[src/rtl/l2c_wb_ack_mc_pkg.sv]
// -----------------------------------------------------------------------------
// l2c_wb_ack_pkg
// Shared definitions for the multi-channel L2C writeback-ack sequencer:
//   - one-hot sequencer state encodings (Idle / Tag / Broadcast)
//   - default ack-ID width and per-channel FIFO depth
//   - clog2 helper for elaboration-time width sizing
// -----------------------------------------------------------------------------
package l2c_wb_ack_pkg;

  localparam int IDW_DEF   = 6;
  localparam int DEPTH_DEF = 4;

  typedef enum logic [2:0] {
    ST_IDLE = 3'b001,
    ST_TAG  = 3'b010,
    ST_BC   = 3'b100
  } state_e;

  // Ceiling log2; returns 0 for values <= 1.
  function automatic int clog2(input int value);
    int r;
    r = 0;
    while ((1 << r) < value) r++;
    return r;
  endfunction

endpackage

[src/rtl/l2c_wb_ack_mc_if.sv]
// -----------------------------------------------------------------------------
// l2c_wb_ack_mc_if
// Bundles the MNI writeback-ack inputs, the tag-pipeline handshake and the
// broadcast/status outputs of l2c_wb_ack_mc.
//   master : environment side (drives acks and i_tag_ack, observes the rest)
//   slave  : sequencer side (l2c_wb_ack_mc)
// Signals:
//   i_mni_wb_ack_valid [NCH]      per-channel ack valid
//   i_mni_wb_ack_id    [NCH*IDW]  per-channel ack ID, channel c at [c*IDW +: IDW]
//   o_mni_wb_ack_stall [NCH]      per-channel stall (FIFO full)
//   o_tag_req / o_tag_id / o_tag_ch, i_tag_ack   tag handshake
//   o_broadcast / o_broadcast_id / o_broadcast_ch one-cycle broadcast
//   o_pending [NCH]               per-channel FIFO non-empty
//   o_tag_timeout                 sticky tag-wait watchdog flag
// -----------------------------------------------------------------------------
interface l2c_wb_ack_mc_if
  import l2c_wb_ack_pkg::*;
#(
  parameter int NCH = 2,
  parameter int IDW = IDW_DEF,
  parameter int CHW = 1
);

  logic [NCH-1:0]     i_mni_wb_ack_valid;
  logic [NCH*IDW-1:0] i_mni_wb_ack_id;
  logic [NCH-1:0]     o_mni_wb_ack_stall;
  logic               o_tag_req;
  logic [IDW-1:0]     o_tag_id;
  logic [CHW-1:0]     o_tag_ch;
  logic               i_tag_ack;
  logic               o_broadcast;
  logic [IDW-1:0]     o_broadcast_id;
  logic [CHW-1:0]     o_broadcast_ch;
  logic [NCH-1:0]     o_pending;
  logic               o_tag_timeout;

  modport master (
    output i_mni_wb_ack_valid, i_mni_wb_ack_id, i_tag_ack,
    input  o_mni_wb_ack_stall, o_tag_req, o_tag_id, o_tag_ch,
           o_broadcast, o_broadcast_id, o_broadcast_ch, o_pending, o_tag_timeout
  );

  modport slave (
    input  i_mni_wb_ack_valid, i_mni_wb_ack_id, i_tag_ack,
    output o_mni_wb_ack_stall, o_tag_req, o_tag_id, o_tag_ch,
           o_broadcast, o_broadcast_id, o_broadcast_ch, o_pending, o_tag_timeout
  );

endinterface

[src/rtl/l2c_wb_ack_fifo.sv]
// -----------------------------------------------------------------------------
// l2c_wb_ack_fifo
// Single-channel synchronous FIFO holding pending writeback-ack IDs.
// Ports:
//   Clk, Reset         clock, synchronous active-high reset (empties the FIFO)
//   push_i, push_id_i  write strobe and ID (ignored when full)
//   pop_i              read strobe (ignored when empty)
//   head_o             ID at the head of the queue (valid when !empty_o)
//   full_o, empty_o    status, decoded from the registered occupancy count
// -----------------------------------------------------------------------------
module l2c_wb_ack_fifo
  import l2c_wb_ack_pkg::*;
#(
  parameter int IDW   = IDW_DEF,
  parameter int DEPTH = DEPTH_DEF
) (
  input  logic           Clk,
  input  logic           Reset,
  input  logic           push_i,
  input  logic [IDW-1:0] push_id_i,
  input  logic           pop_i,
  output logic [IDW-1:0] head_o,
  output logic           full_o,
  output logic           empty_o
);

  localparam int AW = clog2(DEPTH);

  logic [IDW-1:0] mem_q [DEPTH];
  logic [AW-1:0]  wr_ptr_q, wr_ptr_d;
  logic [AW-1:0]  rd_ptr_q, rd_ptr_d;
  logic [AW:0]    count_q, count_d;
  logic           do_push, do_pop;

  assign full_o  = (count_q == (AW+1)'(DEPTH));
  assign empty_o = (count_q == '0);
  assign do_push = push_i && !full_o;
  assign do_pop  = pop_i && !empty_o;
  assign head_o  = mem_q[rd_ptr_q];

  always_comb begin
    // NOTE: every combinational output gets a default first, so no path leaves it unassigned and no latch is inferred.
    wr_ptr_d = wr_ptr_q;
    rd_ptr_d = rd_ptr_q;
    count_d  = count_q;
    if (do_push) wr_ptr_d = wr_ptr_q + AW'(1);
    if (do_pop)  rd_ptr_d = rd_ptr_q + AW'(1);
    case ({do_push, do_pop})
      2'b10:   count_d = count_q + (AW+1)'(1);
      2'b01:   count_d = count_q - (AW+1)'(1);
      default: count_d = count_q;
    endcase
  end

  always_ff @(posedge Clk) begin
    // NOTE: state registers use non-blocking assignment so every flop samples pre-edge values regardless of statement order.
    if (Reset) begin
      wr_ptr_q <= '0;
      rd_ptr_q <= '0;
      count_q  <= '0;
    end else begin
      wr_ptr_q <= wr_ptr_d;
      rd_ptr_q <= rd_ptr_d;
      count_q  <= count_d;
    end
  end

  // NOTE: the storage array is deliberately not reset; an entry is only read after it was written, and leaving it reset-free lets it map to RAM/plain flops.
  always_ff @(posedge Clk) begin
    if (do_push) mem_q[wr_ptr_q] <= push_id_i;
  end

endmodule

[src/rtl/l2c_wb_ack_mc.sv]
// -----------------------------------------------------------------------------
// l2c_wb_ack_mc
// Multi-channel buffered L2C writeback-ack sequencer. Acks from NCH MNI
// channels are queued in per-channel FIFOs; a round-robin arbiter picks one,
// runs the tag handshake (o_tag_req until i_tag_ack), then issues a one-cycle
// broadcast of the ack ID and channel and pops that FIFO.
// Ports:
//   Clk, Reset   clock, synchronous active-high reset (drops all queued acks)
//   bus          l2c_wb_ack_mc_if.slave (ack inputs, tag handshake, broadcast,
//                pending/stall status, timeout flag)
// Optional feature (macro L2C_WB_ACK_TMO_EN): tag-wait watchdog; sets the
// sticky o_tag_timeout after TMO cycles in Tag. Without the macro the flag
// is tied to 0 and no counter exists.
// -----------------------------------------------------------------------------
module l2c_wb_ack_mc
  import l2c_wb_ack_pkg::*;
#(
  parameter int NCH   = 2,
  parameter int IDW   = IDW_DEF,
  parameter int DEPTH = DEPTH_DEF,
  parameter int CHW   = (clog2(NCH) < 1) ? 1 : clog2(NCH),
  parameter int TMO   = 255
) (
  input  logic            Clk,
  input  logic            Reset,
  l2c_wb_ack_mc_if.slave  bus
);

  state_e                   state_q;
  logic [CHW-1:0]           rr_q;
  logic [CHW-1:0]           sel_ch_q;
  logic [IDW-1:0]           sel_id_q;

  logic [NCH-1:0]           fifo_full, fifo_empty, fifo_push, fifo_pop;
  logic [NCH-1:0][IDW-1:0]  fifo_head;

  logic                     pick_vld;
  logic [CHW-1:0]           pick_ch;
  logic [CHW:0]             scan_ch;

  // ---------------------------------------------------------------------------
  // Per-channel FIFOs. Stall comes from full alone, so a full FIFO refuses a
  // push even in the cycle it is being popped.
  // ---------------------------------------------------------------------------
  for (genvar c = 0; c < NCH; c++) begin : g_ch
    assign fifo_push[c] = bus.i_mni_wb_ack_valid[c] && !fifo_full[c];
    assign fifo_pop[c]  = (state_q == ST_BC) && (sel_ch_q == CHW'(c));

    l2c_wb_ack_fifo #(
      .IDW   (IDW),
      .DEPTH (DEPTH)
    ) u_fifo (
      .Clk       (Clk),
      .Reset     (Reset),
      .push_i    (fifo_push[c]),
      .push_id_i (bus.i_mni_wb_ack_id[c*IDW +: IDW]),
      .pop_i     (fifo_pop[c]),
      .head_o    (fifo_head[c]),
      .full_o    (fifo_full[c]),
      .empty_o   (fifo_empty[c])
    );
  end

  assign bus.o_mni_wb_ack_stall = fifo_full;
  assign bus.o_pending          = ~fifo_empty;

  // ---------------------------------------------------------------------------
  // Round-robin pick: first non-empty channel at or after rr_q, wrapping at
  // NCH. scan_ch carries one extra bit so rr_q + i never overflows before the
  // wrap subtraction.
  // ---------------------------------------------------------------------------
  always_comb begin
    pick_vld = 1'b0;
    pick_ch  = '0;
    scan_ch  = '0;
    for (int i = 0; i < NCH; i++) begin
      scan_ch = {1'b0, rr_q} + (CHW+1)'(i);
      if (scan_ch >= (CHW+1)'(NCH)) scan_ch = scan_ch - (CHW+1)'(NCH);
      if (!pick_vld && !fifo_empty[scan_ch[CHW-1:0]]) begin
        pick_vld = 1'b1;
        pick_ch  = scan_ch[CHW-1:0];
      end
    end
  end

  // ---------------------------------------------------------------------------
  // Sequencer FSM. Channel and ID are latched on leaving Idle and held through
  // Tag and Broadcast, so the tag/broadcast buses come straight from flops.
  // ---------------------------------------------------------------------------
  always_ff @(posedge Clk) begin
    if (Reset) begin
      state_q  <= ST_IDLE;
      rr_q     <= '0;
      sel_ch_q <= '0;
      sel_id_q <= '0;
    end else begin
      case (state_q)
        ST_IDLE: begin
          if (pick_vld) begin
            sel_ch_q <= pick_ch;
            sel_id_q <= fifo_head[pick_ch];
            state_q  <= ST_TAG;
          end
        end
        ST_TAG: begin
          if (bus.i_tag_ack) state_q <= ST_BC;
        end
        ST_BC: begin
          rr_q    <= (sel_ch_q == CHW'(NCH-1)) ? '0 : sel_ch_q + CHW'(1);
          state_q <= ST_IDLE;
        end
        default: state_q <= ST_IDLE;
      endcase
    end
  end

  assign bus.o_tag_req      = (state_q == ST_TAG);
  assign bus.o_tag_id       = sel_id_q;
  assign bus.o_tag_ch       = sel_ch_q;
  assign bus.o_broadcast    = (state_q == ST_BC);
  assign bus.o_broadcast_id = sel_id_q;
  assign bus.o_broadcast_ch = sel_ch_q;

  // ---------------------------------------------------------------------------
  // Tag-wait watchdog. The counter sits at 0 outside Tag, so it reads k in the
  // k-th cycle after Tag entry; the flag is set as the count steps to TMO and
  // therefore rises exactly TMO cycles after entry. The counter saturates.
  // ---------------------------------------------------------------------------
`ifdef L2C_WB_ACK_TMO_EN
  localparam int TW0 = clog2(TMO + 1);
  localparam int TW  = (TW0 < 8) ? 8 : ((TW0 > 16) ? 16 : TW0);

  logic [TW-1:0] tmo_cnt_q;
  logic          tmo_flag_q;

  always_ff @(posedge Clk) begin
    if (Reset) begin
      tmo_cnt_q  <= '0;
      tmo_flag_q <= 1'b0;
    end else begin
      if (state_q != ST_TAG)    tmo_cnt_q <= '0;
      else if (tmo_cnt_q != '1) tmo_cnt_q <= tmo_cnt_q + TW'(1);
      if ((state_q == ST_TAG) && (tmo_cnt_q == TW'(TMO - 1))) tmo_flag_q <= 1'b1;
    end
  end

  assign bus.o_tag_timeout = tmo_flag_q;
`else
  assign bus.o_tag_timeout = 1'b0;
`endif

endmodule

[src/flat_wrapper.sv]
// flat-port wrapper written by rule: the top's interface ports become plain ports
module l2c_wb_ack_mc_flat import l2c_wb_ack_pkg::*;
#(
  parameter int NCH   = 2,
  parameter int IDW   = IDW_DEF,
  parameter int DEPTH = DEPTH_DEF,
  parameter int CHW   = (clog2(NCH) < 1) ? 1 : clog2(NCH),
  parameter int TMO   = 255
)
  (Clk, Reset, bus_i_mni_wb_ack_valid, bus_i_mni_wb_ack_id, bus_i_tag_ack, bus_o_mni_wb_ack_stall, bus_o_tag_req, bus_o_tag_id, bus_o_tag_ch, bus_o_broadcast, bus_o_broadcast_id, bus_o_broadcast_ch, bus_o_pending, bus_o_tag_timeout);
  l2c_wb_ack_mc_if #(.NCH(NCH), .IDW(IDW), .CHW(CHW)) bus_i ();
  input  logic Clk;
  input  logic Reset;
  input wire logic [$bits(bus_i.i_mni_wb_ack_valid)-1:0] bus_i_mni_wb_ack_valid;
  input wire logic [$bits(bus_i.i_mni_wb_ack_id)-1:0] bus_i_mni_wb_ack_id;
  input wire logic [$bits(bus_i.i_tag_ack)-1:0] bus_i_tag_ack;
  output wire logic [$bits(bus_i.o_mni_wb_ack_stall)-1:0] bus_o_mni_wb_ack_stall;
  output wire logic [$bits(bus_i.o_tag_req)-1:0] bus_o_tag_req;
  output wire logic [$bits(bus_i.o_tag_id)-1:0] bus_o_tag_id;
  output wire logic [$bits(bus_i.o_tag_ch)-1:0] bus_o_tag_ch;
  output wire logic [$bits(bus_i.o_broadcast)-1:0] bus_o_broadcast;
  output wire logic [$bits(bus_i.o_broadcast_id)-1:0] bus_o_broadcast_id;
  output wire logic [$bits(bus_i.o_broadcast_ch)-1:0] bus_o_broadcast_ch;
  output wire logic [$bits(bus_i.o_pending)-1:0] bus_o_pending;
  output wire logic [$bits(bus_i.o_tag_timeout)-1:0] bus_o_tag_timeout;
  assign bus_i.i_mni_wb_ack_valid = bus_i_mni_wb_ack_valid;
  assign bus_i.i_mni_wb_ack_id = bus_i_mni_wb_ack_id;
  assign bus_i.i_tag_ack = bus_i_tag_ack;
  assign bus_o_mni_wb_ack_stall = bus_i.o_mni_wb_ack_stall;
  assign bus_o_tag_req = bus_i.o_tag_req;
  assign bus_o_tag_id = bus_i.o_tag_id;
  assign bus_o_tag_ch = bus_i.o_tag_ch;
  assign bus_o_broadcast = bus_i.o_broadcast;
  assign bus_o_broadcast_id = bus_i.o_broadcast_id;
  assign bus_o_broadcast_ch = bus_i.o_broadcast_ch;
  assign bus_o_pending = bus_i.o_pending;
  assign bus_o_tag_timeout = bus_i.o_tag_timeout;
  l2c_wb_ack_mc #(.NCH(NCH), .IDW(IDW), .DEPTH(DEPTH), .CHW(CHW), .TMO(TMO)) u_core (.Clk(Clk), .Reset(Reset), .bus(bus_i));
endmodule
[config.mk]
export PLATFORM = sky130hd
export DESIGN_NAME = l2c_wb_ack_mc_flat
export DESIGN_NICKNAME = d
export VERILOG_FILES = /design/src/rtl/l2c_wb_ack_mc_pkg.sv /design/src/rtl/l2c_wb_ack_mc_if.sv /design/src/rtl/l2c_wb_ack_fifo.sv /design/src/rtl/l2c_wb_ack_mc.sv /design/src/flat_wrapper.sv
export SDC_FILE = /design/constraint.sdc
export NUM_CORES = 1
export LEC_CHECK = 0
export ABC_AREA = 1
export CAP_MARGIN = 5
export CORE_UTILIZATION = 29
export CTS_BUF_LIST = sky130_fd_sc_hd__clkbuf_4
export CTS_CLUSTER_SIZE = 14
export DETAILED_ROUTE_END_ITERATION = 6
export HOLD_SLACK_MARGIN = 0.15
export SYNTH_ARGS = -nofsm -noshare
export SYNTH_HDL_FRONTEND = slang
export SYNTH_HIERARCHICAL = 1
export SYNTH_SLANG_ARGS = --single-unit
[constraint.sdc]
create_clock -name Clk -period 1.9 [get_ports Clk]
set_clock_uncertainty 0.05 [all_clocks]
set_input_delay 0.38 -clock Clk [delete_from_list [all_inputs] [get_ports Clk]]
set_output_delay 0.38 -clock Clk [all_outputs]
set_load 0.01 [all_outputs]
==> results.sh, run 1 <==
export IMPL_outcome="finished, final reports clean"
export IMPL_synth_edff_count=48
export IMPL_max_cap_viol_count=0
export IMPL_hold_depth=1
export IMPL_finalSetupTns_ns=0
export IMPL_hold_viol_final=0
export IMPL_setup_viol=0
export IMPL_drt_first_pass_iters=4
export IMPL_reg2reg_to="u_core/g_ch[0].u_fifo/count_q[2]"
export IMPL_path_class="reg -> reg"
export IMPL_min_from="u_core/g_ch[1].u_fifo/count_q[0]"
export IMPL_synth_area_leaders="edfxtp_1 (42%), dfxtp_1 (17%), nor2_1 (6.2%)"
export IMPL_core_area_um2=11500
export IMPL_worstRegToRegCells=15
export IMPL_netlist_instances=359
export IMPL_area_growth_pct=24.7
export IMPL_final_layout_size_suffix_gt1_frac=0.208
export IMPL_period_needed_ns=1.89
export IMPL_min_path_type="reg -> reg"
export IMPL_drt_iter0_drc=95
export IMPL_cp_required_ns=2.18
export IMPL_grt_max_degree=15
export IMPL_synth_cell_type_count=25
export IMPL_antenna_cells=0
export IMPL_powerDensity_nw_per_um2=835
export IMPL_die_w_um=111
export IMPL_async_flop_share=0
export IMPL_cts_tree="done"
export IMPL_cts_root_buf="clkbuf_4"
export IMPL_finalMaxSlewViolations=0
export IMPL_ys_warn_count=6
export IMPL_worst_slack_ns=0.00761
export IMPL_postCtsHoldBufs=0
export IMPL_r2r_start="u_core/state_q[2]"
export IMPL_post_place_cells=549
export IMPL_hold_end="u_core/g_ch[1].u_fifo/count_q[0]"
export IMPL_rows=39
export IMPL_die_y_um=111
export IMPL_finalCritPeriodShare=0.996
export IMPL_clk_pin_slew_ns=0.12
export IMPL_crit_path_start_kind="register"
export IMPL_start_util=0.300
export IMPL_synth_top_area_share=0.419
export IMPL_ios=38
export IMPL_rsz0062_at_grt="true"
export IMPL_synth_top_area_cell="edfxtp_1"
export IMPL_route_detailed_drc=0
export IMPL_cp_end_kind="register"
export IMPL_io_buffer_count=36
export IMPL_overflow=0
export IMPL_ant_nets=0
export IMPL_pre_cts_slack_ns=-0.200
export IMPL_cp_arrival_ns=2.17
export IMPL_syn_area_per_cell_um2=9.58
export IMPL_synth_nets=388
export IMPL_max_freq_ghz=0.528
export IMPL_detail_route_wl_per_cell_um=11.8
export IMPL_num_vias=2458
export IMPL_fin_cells=570
export IMPL_gp_congestion=0.723
export IMPL_cts_max_level=3
export IMPL_cts_buffer_depth=2
export IMPL_first_global_vias=2307
export IMPL_synth_ff_type="edfxtp_1"
export IMPL_ys_seq_area_frac=0.588
export IMPL_dieArea_um2=12300
export IMPL_avgViaCountPerCell=4.31
export IMPL_grt_pass1_wl_mm=11.0
export IMPL_vdd_ir_drop_worst_uv=459
export IMPL_crit_fanout=2
export IMPL_grt_total_usage=0.116
export IMPL_synth_common_cells="nor2_1 (57), inv_1 (55), nand2_1 (51)"
export IMPL_fin_nets=451
export IMPL_wl_mm=6.74
export IMPL_p_leak_uw=0.00176
export IMPL_clk_latency_ns=0.42
export IMPL_synth_seq_cells=77
export IMPL_cts_buffers=9
export IMPL_synthMostInstantiatedCell="nor2_1"
export IMPL_r2r_slack_ns=0.008
export IMPL_cts_sinks=77
export IMPL_synth_area_um2=3440
export IMPL_antenna_found_initial=0
export IMPL_hpwl_mm=4.85
==> layer usage <==
metal,share of wire,global-route usage,vias up
met5,0,0,-
met4,0.018,0.0587,0
met3,0.049,0.0279,11
met2,0.46,0.182,48
met1,0.47,0.149,1109
li1,-,-,1290
==> stage by stage <==
step           total power [µW]  hold WS, ns  utilization  cell area [µm²]
6_report                   3580        0.422        0.374             4290
5_1_grt                    3790        0.415        0.374             4290
4_1_cts                    3630        0.413        0.373             4280
3_5_place_dp               2680        0.439        0.359             4120
3_3_place_gp               2660        0.428        0.359             4120
2_1_floorplan              2410        0.399            -             3490
==> final cells by class <==
cell class              instances  area [µm²]
repair buffers                 65         552
inverters                      58         218
multi-input cells             211        1170
clock inverters                 6        53.8
clock buffers                  10        75.1
fillers                      1137        7180
well taps                     143         179
flip-flops and latches         77        2040
==> critical path, cell delays in order (launching register included) <==
cell and delay (ns):
dfxtp_2 0.35, inv_2 0.05, nor3_4 0.17, inv_2 0.09, nor2_4 0.10, nand2_2 0.06, inv_2 0.08, ha_4 0.14
inv_2 0.04, fa_2 0.36, inv_1 0.06, nand2_1 0.05, nand3_2 0.06, nand2_1 0.05, nand2_1 0.05, nor2_1 0.04
==> worst max path at each step <==
stage / startpoint / end / slack (ns)
final: u_core/state_q[2] / u_core/g_ch[0].u_fifo/count_q[2] / 0.008
after global routing: u_core/state_q[2] / u_core/g_ch[1].u_fifo/count_q[2] / -0.14
after CTS: u_core/g_ch[0].u_fifo/count_q[0] / bus_o_pending[0] / -0.03
after detailed placement: bus_i_mni_wb_ack_valid[0] / u_core/g_ch[0].u_fifo/count_q[1] / -0.20
after global placement: bus_i_mni_wb_ack_valid[1] / u_core/g_ch[1].u_fifo/count_q[1] / -0.15
after floorplan: u_core/state_q[2] / u_core/g_ch[1].u_fifo/count_q[2] / -0.06
==> cells in the final DEF (no fill, tap or decap), types with 7 or more instances in the layout <==
cell / instances
nor2_1: 54
nand2_1: 51
inv_1: 49
edfxtp_1: 48
clkdlybuf4s50_1: 30
o21ai_0: 30
buf_4: 29
dfxtp_1: 20
nand3_1: 15
a21oi_1: 13
o22ai_1: 12
clkbuf_4: 10
inv_2: 9
ha_1: 8
dfxtp_2: 7
==> state kept, by name (all words and copies together) (netlist names), named ones only <==
| signal | flops |
|---|---|
| u_core/bus.o_broadcast_ch | 1 |
| u_core/state_q | 3 |
| u_core/g_ch.u_fifo/count_q | 6 |
| u_core/bus.o_broadcast_id | 6 |
| u_core/g_ch.u_fifo/wr_ptr_q | 4 |
| u_core/g_ch.u_fifo/rd_ptr_q | 4 |
| u_core/g_ch.u_fifo/mem_q | 48 |
| u_core/rr_q | 1 |
==> power breakdown <==
group	switching (µW)	total (µW)	internal [µW]	leakage (µW)
Combinational	366	685	319	0.00101
Sequential	71.6	1960	1890	0.000681
Clock	537	938	401	0.0000689
==> timing repair <==
item | 4_1_cts | 5_1_grt
cloned | 0 | 0
endpoints found under the hold margin | 0 | 0
pin swaps | 4 | 0
buffers inserted | 3 | 2
gates resized for setup | 21 | 11
setup endpoints to repair | 10 | 7
==> cells by family (layout without fill, tap and decap cells) <==
group                    count (synthesis)  in the layout  synth area share
AO/OA/AOI/OAI                           56             56            0.0858
adder cells (fa/ha/maj)                 12             12            0.0480
buffers and inverters                   71            139            0.0898
flip-flops                              77             77             0.588
other                                    1              1           0.00109
AND/OR/NAND/NOR                        142            142             0.188
Power figures use the tool's default switching activity.
==> run 2: changes to the inputs <==
Settings changed: REMOVE_ABC_BUFFERS set to 1.
==> run 2 against run 1 <==
  * The run now ends with negative setup slack left
  * Worst setup slack lost 0.011 ns
  * Flip-flop and latch count is the same
  * Global-route usage is essentially flat
  * Via count grew 1.8%
  * First-iteration DRC count grew 45%
  * Sequential share of layout area shrank 1.2 points
  * Design area grew 2.4%
  * Register-to-register slack is essentially flat
  * Clock-buffer cell count is the same
  * Routed wire length grew 1.4%
  * Largest cell class unchanged
==> results.sh, run 2 (synthesized netlist as in run 1, its figures left out) <==
export IMPL_outcome="finished, violations left"
export IMPL_violations="negative setup slack"
export IMPL_power_total_uw=3600
export IMPL_area_growth_pct=27.7
export IMPL_route_detailed_drc=0
export IMPL_rows=39
export IMPL_setup_viol=1
export IMPL_powerDensity_nw_per_um2=821
export IMPL_path_buf_inv=5
export IMPL_overflow=0
export IMPL_worstRegToRegCells=15
export IMPL_io_buffer_count=36
export IMPL_hold_depth=1
export IMPL_layout_common_cells="nor2_1 (54), nand2_1 (49), inv_1 (48), edfxtp_1 (48), buf_4 (37)"
export IMPL_die_w_um=111
export IMPL_power_frac_seq=0.543
export IMPL_slowest_stage="fa_2"
export IMPL_final_layout_size_suffix_gt1_frac=0.243
export IMPL_vdd_ir_drop_worst_uv=361
export IMPL_critical_path_cell_chain="inv_2 -> nor3_4 -> inv_2 -> nor2_4 -> nand2_2 -> inv_2 -> ha_4 -> inv_2 -> fa_2 -> inv_2 -> nand2_1 -> nand3_2 -> nand2_1 -> nand2_1 -> nor2_1"
export IMPL_period_needed_ns=1.90
export IMPL_cts_buffer_depth=2
export IMPL_place_area_um2=4100
export IMPL_cts_tree="done"
export IMPL_p_leak_uw=0.00182
export IMPL_switching_share=0.273
export IMPL_cp_arrival_ns=2.20
export IMPL_hpwl_mm=4.68
export IMPL_cp_end_kind="register"
export IMPL_dieArea_um2=12300
export IMPL_ant_nets=0
export IMPL_crit_path_start_kind="register"
export IMPL_fin_nets=460
export IMPL_worst_slack_ns=-0.00381
export IMPL_finalMaxSlewViolations=0
export IMPL_r2r_slack_ns=-0.004
export IMPL_antenna_cells=0
export IMPL_start_util=0.300
export IMPL_ios=38
export IMPL_grt_total_usage=0.116
export IMPL_postLayoutCellArea_um2=4390
export IMPL_hold_viol_final=0
export IMPL_max_stage_delay_ns=0.37
export IMPL_detail_route_wl_per_cell_um=11.8
export IMPL_max_cap_viol_count=0
export IMPL_die_y_um=111
export IMPL_avgViaCountPerCell=4.32
export IMPL_cts_buffers=9
export IMPL_core_area_um2=11500
export IMPL_r2r_start="u_core/state_q[2]"
export IMPL_hold_end="u_core/g_ch[0].u_fifo/count_q[0]"
export IMPL_cpLargestDelayFamily="simple AND/OR/NAND/NOR gates"
export IMPL_wl_mm=6.83
export IMPL_cts_max_level=3
export IMPL_switchingPower_uw=985
export IMPL_max_freq_ghz=0.525
export IMPL_min_path_type="reg -> reg"
export IMPL_cts_root_buf="clkbuf_4"
export IMPL_first_global_vias=2336
export IMPL_finalCritPeriodShare=1.00
export IMPL_grt_max_degree=15
export IMPL_top_register="u_core/g_ch.u_fifo/mem_q"
export IMPL_drt_iter0_drc=138
export IMPL_antenna_found_initial=0
export IMPL_fillers=1121
export IMPL_cts_sinks=77
export IMPL_power_frac_clock=0.263
export IMPL_rsz0062_at_grt="true"
export IMPL_p_comb_frac=0.195
export IMPL_num_vias=2503
export IMPL_clk_latency_ns=0.43
export IMPL_cp_required_ns=2.19
export IMPL_path_class="reg -> reg"
export IMPL_postCtsHoldBufs=0
export IMPL_clk_pin_slew_ns=0.13
export IMPL_seq_area_um2=2030
export IMPL_grt_pass1_wl_mm=11.0
export IMPL_reg2reg_to="u_core/g_ch[1].u_fifo/count_q[2]"
export IMPL_largest_reg_flops=48
export IMPL_drt_first_pass_iters=4
export IMPL_crit_fanout=2
export IMPL_final_common_cell="nor2_1"
export IMPL_cp_common_cell="inv_2"
export IMPL_p_int_uw=2620
export IMPL_gp_congestion=0.739
export IMPL_min_from="u_core/g_ch[0].u_fifo/count_q[0]"
export IMPL_multiInputGateArea_um2=1210
[run 2: worst max-delay path by stage]
stage                               from                               end  depth (start not counted)
2_1_floorplan          u_core/state_q[2]  u_core/g_ch[1].u_fifo/count_q[2]                         15
3_3_place_gp   bus_i_mni_wb_ack_valid[1]  u_core/g_ch[1].u_fifo/count_q[1]                          8
3_5_place_dp   bus_i_mni_wb_ack_valid[1]  u_core/g_ch[1].u_fifo/count_q[1]                          8
4_1_cts                u_core/state_q[0]  u_core/g_ch[1].u_fifo/count_q[2]                         14
5_1_grt                u_core/state_q[2]  u_core/g_ch[1].u_fifo/count_q[2]                         14
6_report               u_core/state_q[2]  u_core/g_ch[1].u_fifo/count_q[2]                         15
[run 2: per-layer routing]
layer | vias to the layer above | track usage | wire [µm] | part of all wire
met1 | 1149 | 0.135 | 3130 | 0.46
met5 | - | 0 | 0 | 0
met2 | 42 | 0.197 | 3340 | 0.49
li1 | 1303 | - | - | -
met3 | 9 | 0.0312 | 254 | 0.037
met4 | 0 | 0.0533 | 107 | 0.016
[run 2: power groups by stage]
stage	clock, µW	combinational [µW]	sequential [µW]
after floorplan	0	307	2020
after global placement	0	684	1980
after detailed placement	0	696	1990
after CTS	974	698	1950
after global routing	1040	782	1970
final	947	701	1960
[run 2: per-stage QoR]
step	hold WS, ns	TNS (ns)	worst slack, ns	util	cells
after detailed placement	0.441	-1.11	-0.230	0.357	553
after global placement	0.434	-0.661	-0.180	0.357	553
after floorplan	0.399	-0.478	-0.205	-	346
after CTS	0.420	-0.136	-0.0837	0.378	578
after global routing	0.452	-0.476	-0.129	0.383	579
final	0.441	-0.00381	-0.00381	0.383	579
[run 2: area by class of cell]
cell class / count / share of cell area
sequential: 77 / 0.463
multi-input combinational: 211 / 0.275
timing repair buffer: 74 / 0.142
inverter: 58 / 0.0496
tap: 143 / 0.0407
clock buffer: 10 / 0.0171
clock inverter: 6 / 0.0122
[run 2: timing repair]
action | in CTS | in global routing
endpoints found under the hold margin | 0 | 0
setup endpoints to repair | 11 | 12
setup buffers | 9 | 3
pin swaps | 6 | 9
gates resized for setup | 32 | 25
==> run 3: changes to the inputs <==
Settings changed: ABC_AREA 1 to not set, SKIP_LAST_GASP set to 1.
==> run 3 against run 2 <==
  * The flow still finishes with violations (negative setup slack)
  * Design area shrank 1.1%
  * Fmax fell by 14%
  * Utilization rose by 1.4 points
  * Clock power up 14%
  * Synthesized area decreased by 4.7%
  * Die area decreased by 4.6%
  * Critical endpoint is now u_core/g_ch[0].u_fifo/count_q[2]
==> results.sh, run 3 <==
export IMPL_outcome="finished, violations left"
export IMPL_violations="negative setup slack"
export IMPL_grt_max_degree=28
export IMPL_cts_buffer_depth=2
export IMPL_final_layout_size_suffix_gt1_frac=0.323
export IMPL_min_path_type="reg -> reg"
export IMPL_vdd_ir_drop_worst_uv=418
export IMPL_io_buffer_count=36
export IMPL_wl_mm=6.23
export IMPL_clk_latency_ns=0.41
export IMPL_synth_area_um2=3280
export IMPL_cts_sinks=77
export IMPL_synth_seq_cells=77
export IMPL_netlist_instances=236
export IMPL_core_area_um2=10900
export IMPL_grt_total_usage=0.119
export IMPL_rows=38
export IMPL_gp_congestion=0.737
export IMPL_cp_end_kind="register"
export IMPL_async_flop_share=0
export IMPL_grt_pass1_wl_mm=10.1
export IMPL_die_y_um=108
export IMPL_period_needed_ns=2.22
export IMPL_die_w_um=108
export IMPL_setup_viol=5
export IMPL_cts_buffers=9
export IMPL_cts_tree="done"
export IMPL_critPathLaunch="u_core/state_q[2]"
export IMPL_drt_first_pass_iters=4
export IMPL_cts_max_level=3
export IMPL_clk_pin_slew_ns=0.12
export IMPL_synth_ff_type="edfxtp_1"
export IMPL_overflow=0
export IMPL_min_from="u_core/g_ch[1].u_fifo/rd_ptr_q[1]"
export IMPL_avgViaCountPerCell=4.46
export IMPL_start_util=0.300
export IMPL_ios=38
export IMPL_finalCritPeriodShare=1.17
export IMPL_antenna_found_initial=0
export IMPL_syn_area_per_cell_um2=13.9
export IMPL_synth_edff_count=48
export IMPL_detail_route_wl_per_cell_um=13.6
export IMPL_first_global_vias=2015
export IMPL_route_detailed_drc=0
export IMPL_r2r_start="u_core/state_q[2]"
export IMPL_layout_common_cells="edfxtp_1 (48), buf_4 (39), clkdlybuf4s50_1 (28), dfxtp_1 (22), a21oi_1 (18)"
export IMPL_top_register="u_core/g_ch.u_fifo/mem_q"
export IMPL_dieArea_um2=11700
export IMPL_worst_slack_ns=-0.324
export IMPL_drt_iter0_drc=84
export IMPL_postCtsHoldBufs=0
export IMPL_cts_root_buf="clkbuf_4"
export IMPL_pre_cts_slack_ns=-0.551
export IMPL_max_freq_ghz=0.450
export IMPL_max_cap_viol_count=0
export IMPL_num_vias=2047
export IMPL_synth_area_leaders="edfxtp_1 (44%), dfxtp_1 (18%), mux4_2 (8.2%)"
export IMPL_synthMostInstantiatedCell="edfxtp_1"
export IMPL_synth_cell_type_count=34
export IMPL_hpwl_mm=4.52
export IMPL_rsz0062_at_grt="true"
export IMPL_powerDensity_nw_per_um2=868
export IMPL_ant_nets=0
export IMPL_crit_path_start_kind="register"
export IMPL_timing_hold_ws_ns=0.450
export IMPL_tightestPinTransition_ns=0.587
export IMPL_ys_warn_count=6
export IMPL_ys_seq_area_frac=0.617
export IMPL_cp_arrival_ns=2.52
export IMPL_synth_common_cells="edfxtp_1 (48), dfxtp_1 (29), inv_1 (20)"
export IMPL_fin_nets=343
export IMPL_synth_top_area_cell="edfxtp_1"
export IMPL_hold_viol_final=0
export IMPL_cp_required_ns=2.20
export IMPL_area_growth_pct=32.5
export IMPL_slew_headroom=0.608
export IMPL_p_leak_uw=0.00162
export IMPL_final_common_cell="edfxtp_1"
export IMPL_synth_top_area_share=0.440
export IMPL_finalMaxSlewViolations=0
export IMPL_path_class="reg -> reg"
export IMPL_largest_reg_flops=48
export IMPL_crit_fanout=3
export IMPL_antenna_cells=0
==> run 3: area by class of cell <==
type | count | area, µm²
Fill cell | 1048 | 6590
Sequential cell | 77 | 2030
Multi-Input combinational cell | 124 | 1140
Timing Repair Buffer | 82 | 774
Tap cell | 140 | 175
Clock inverter | 6 | 77.6
Clock buffer | 10 | 75.1
Inverter | 20 | 75.1
==> run 3: timing repair <==
| action | 4_1_cts | 5_1_grt |
|---|---|---|
| resized for setup | 27 | 17 |
| gates cloned | 0 | 0 |
| setup endpoints to repair | 10 | 11 |
| buffers inserted | 4 | 3 |
| pin swaps | 10 | 4 |
==> run 3: stage by stage <==
stage / TNS (ns) / instance area [µm²] / instances / utilization / total power, µW
after floorplan: -1.27 / 3180 / 221 / - / 2300
after global placement: -4.93 / 4090 / 437 / 0.374 / 2700
after detailed placement: -5.98 / 4090 / 437 / 0.374 / 2720
after CTS: -1.06 / 4300 / 457 / 0.393 / 3800
after global routing: -1.68 / 4340 / 459 / 0.397 / 3950
final: -1.04 / 4340 / 459 / 0.397 / 3770
==> run 3: worst paths after layout <==
path	slack [ns]	depth (start not counted)	to
setup / recovery	-0.32	11	u_core/g_ch[0].u_fifo/count_q[2]
hold / removal	0.45	2	u_core/g_ch[1].u_fifo/rd_ptr_q[1]
setup reg to reg	-0.32	11	u_core/g_ch[0].u_fifo/count_q[2]
hold reg to reg	0.45	2	u_core/g_ch[1].u_fifo/rd_ptr_q[1]
==> run 3: worst max-delay path, cell delays in order (launching register included) <==
cell,delay [ns]
dfxtp_1,0.35
nor3b_2,0.19
buf_4,0.16
and2_4,0.14
o31ai_2,0.07
inv_1,0.06
ha_2,0.18
inv_2,0.04
fa_2,0.32
xor2_1,0.17
or3_1,0.30
a21oi_1,0.12
==> run 3: kinds of logic (layout without fill, tap and decap cells) <==
| kind of cell | count (synthesis) | in the layout | share of synthesized area |
|---|---|---|---|
| buffers and inverters | 35 | 118 | 0.0527 |
| adders and majority gates | 12 | 12 | 0.0504 |
| AOI/OAI and AO/OA | 44 | 44 | 0.0874 |
| DFF | 77 | 77 | 0.617 |
| and+or+nand+nor | 48 | 48 | 0.0901 |
| muxes | 13 | 13 | 0.0855 |
| other | 1 | 1 | 0.00114 |
| xor gates and xnor gates | 6 | 6 | 0.0160 |
==> run 3: routing by layer <==
metal  global-route usage  routed length (µm)  vias to the layer above
met2                0.188                2940                       48
met3               0.0313                 264                        9
met4               0.0550                  93                        0
li1                     -                   -                     1012
met1                0.152                2930                      978
met5                    0                   0                        -
==> run 3: report_power, final <==
group | switching, µW | total (µW) | internal (µW)
registers | 64.0 | 1950 | 1890
clock network | 541 | 1080 | 536
logic | 345 | 741 | 396
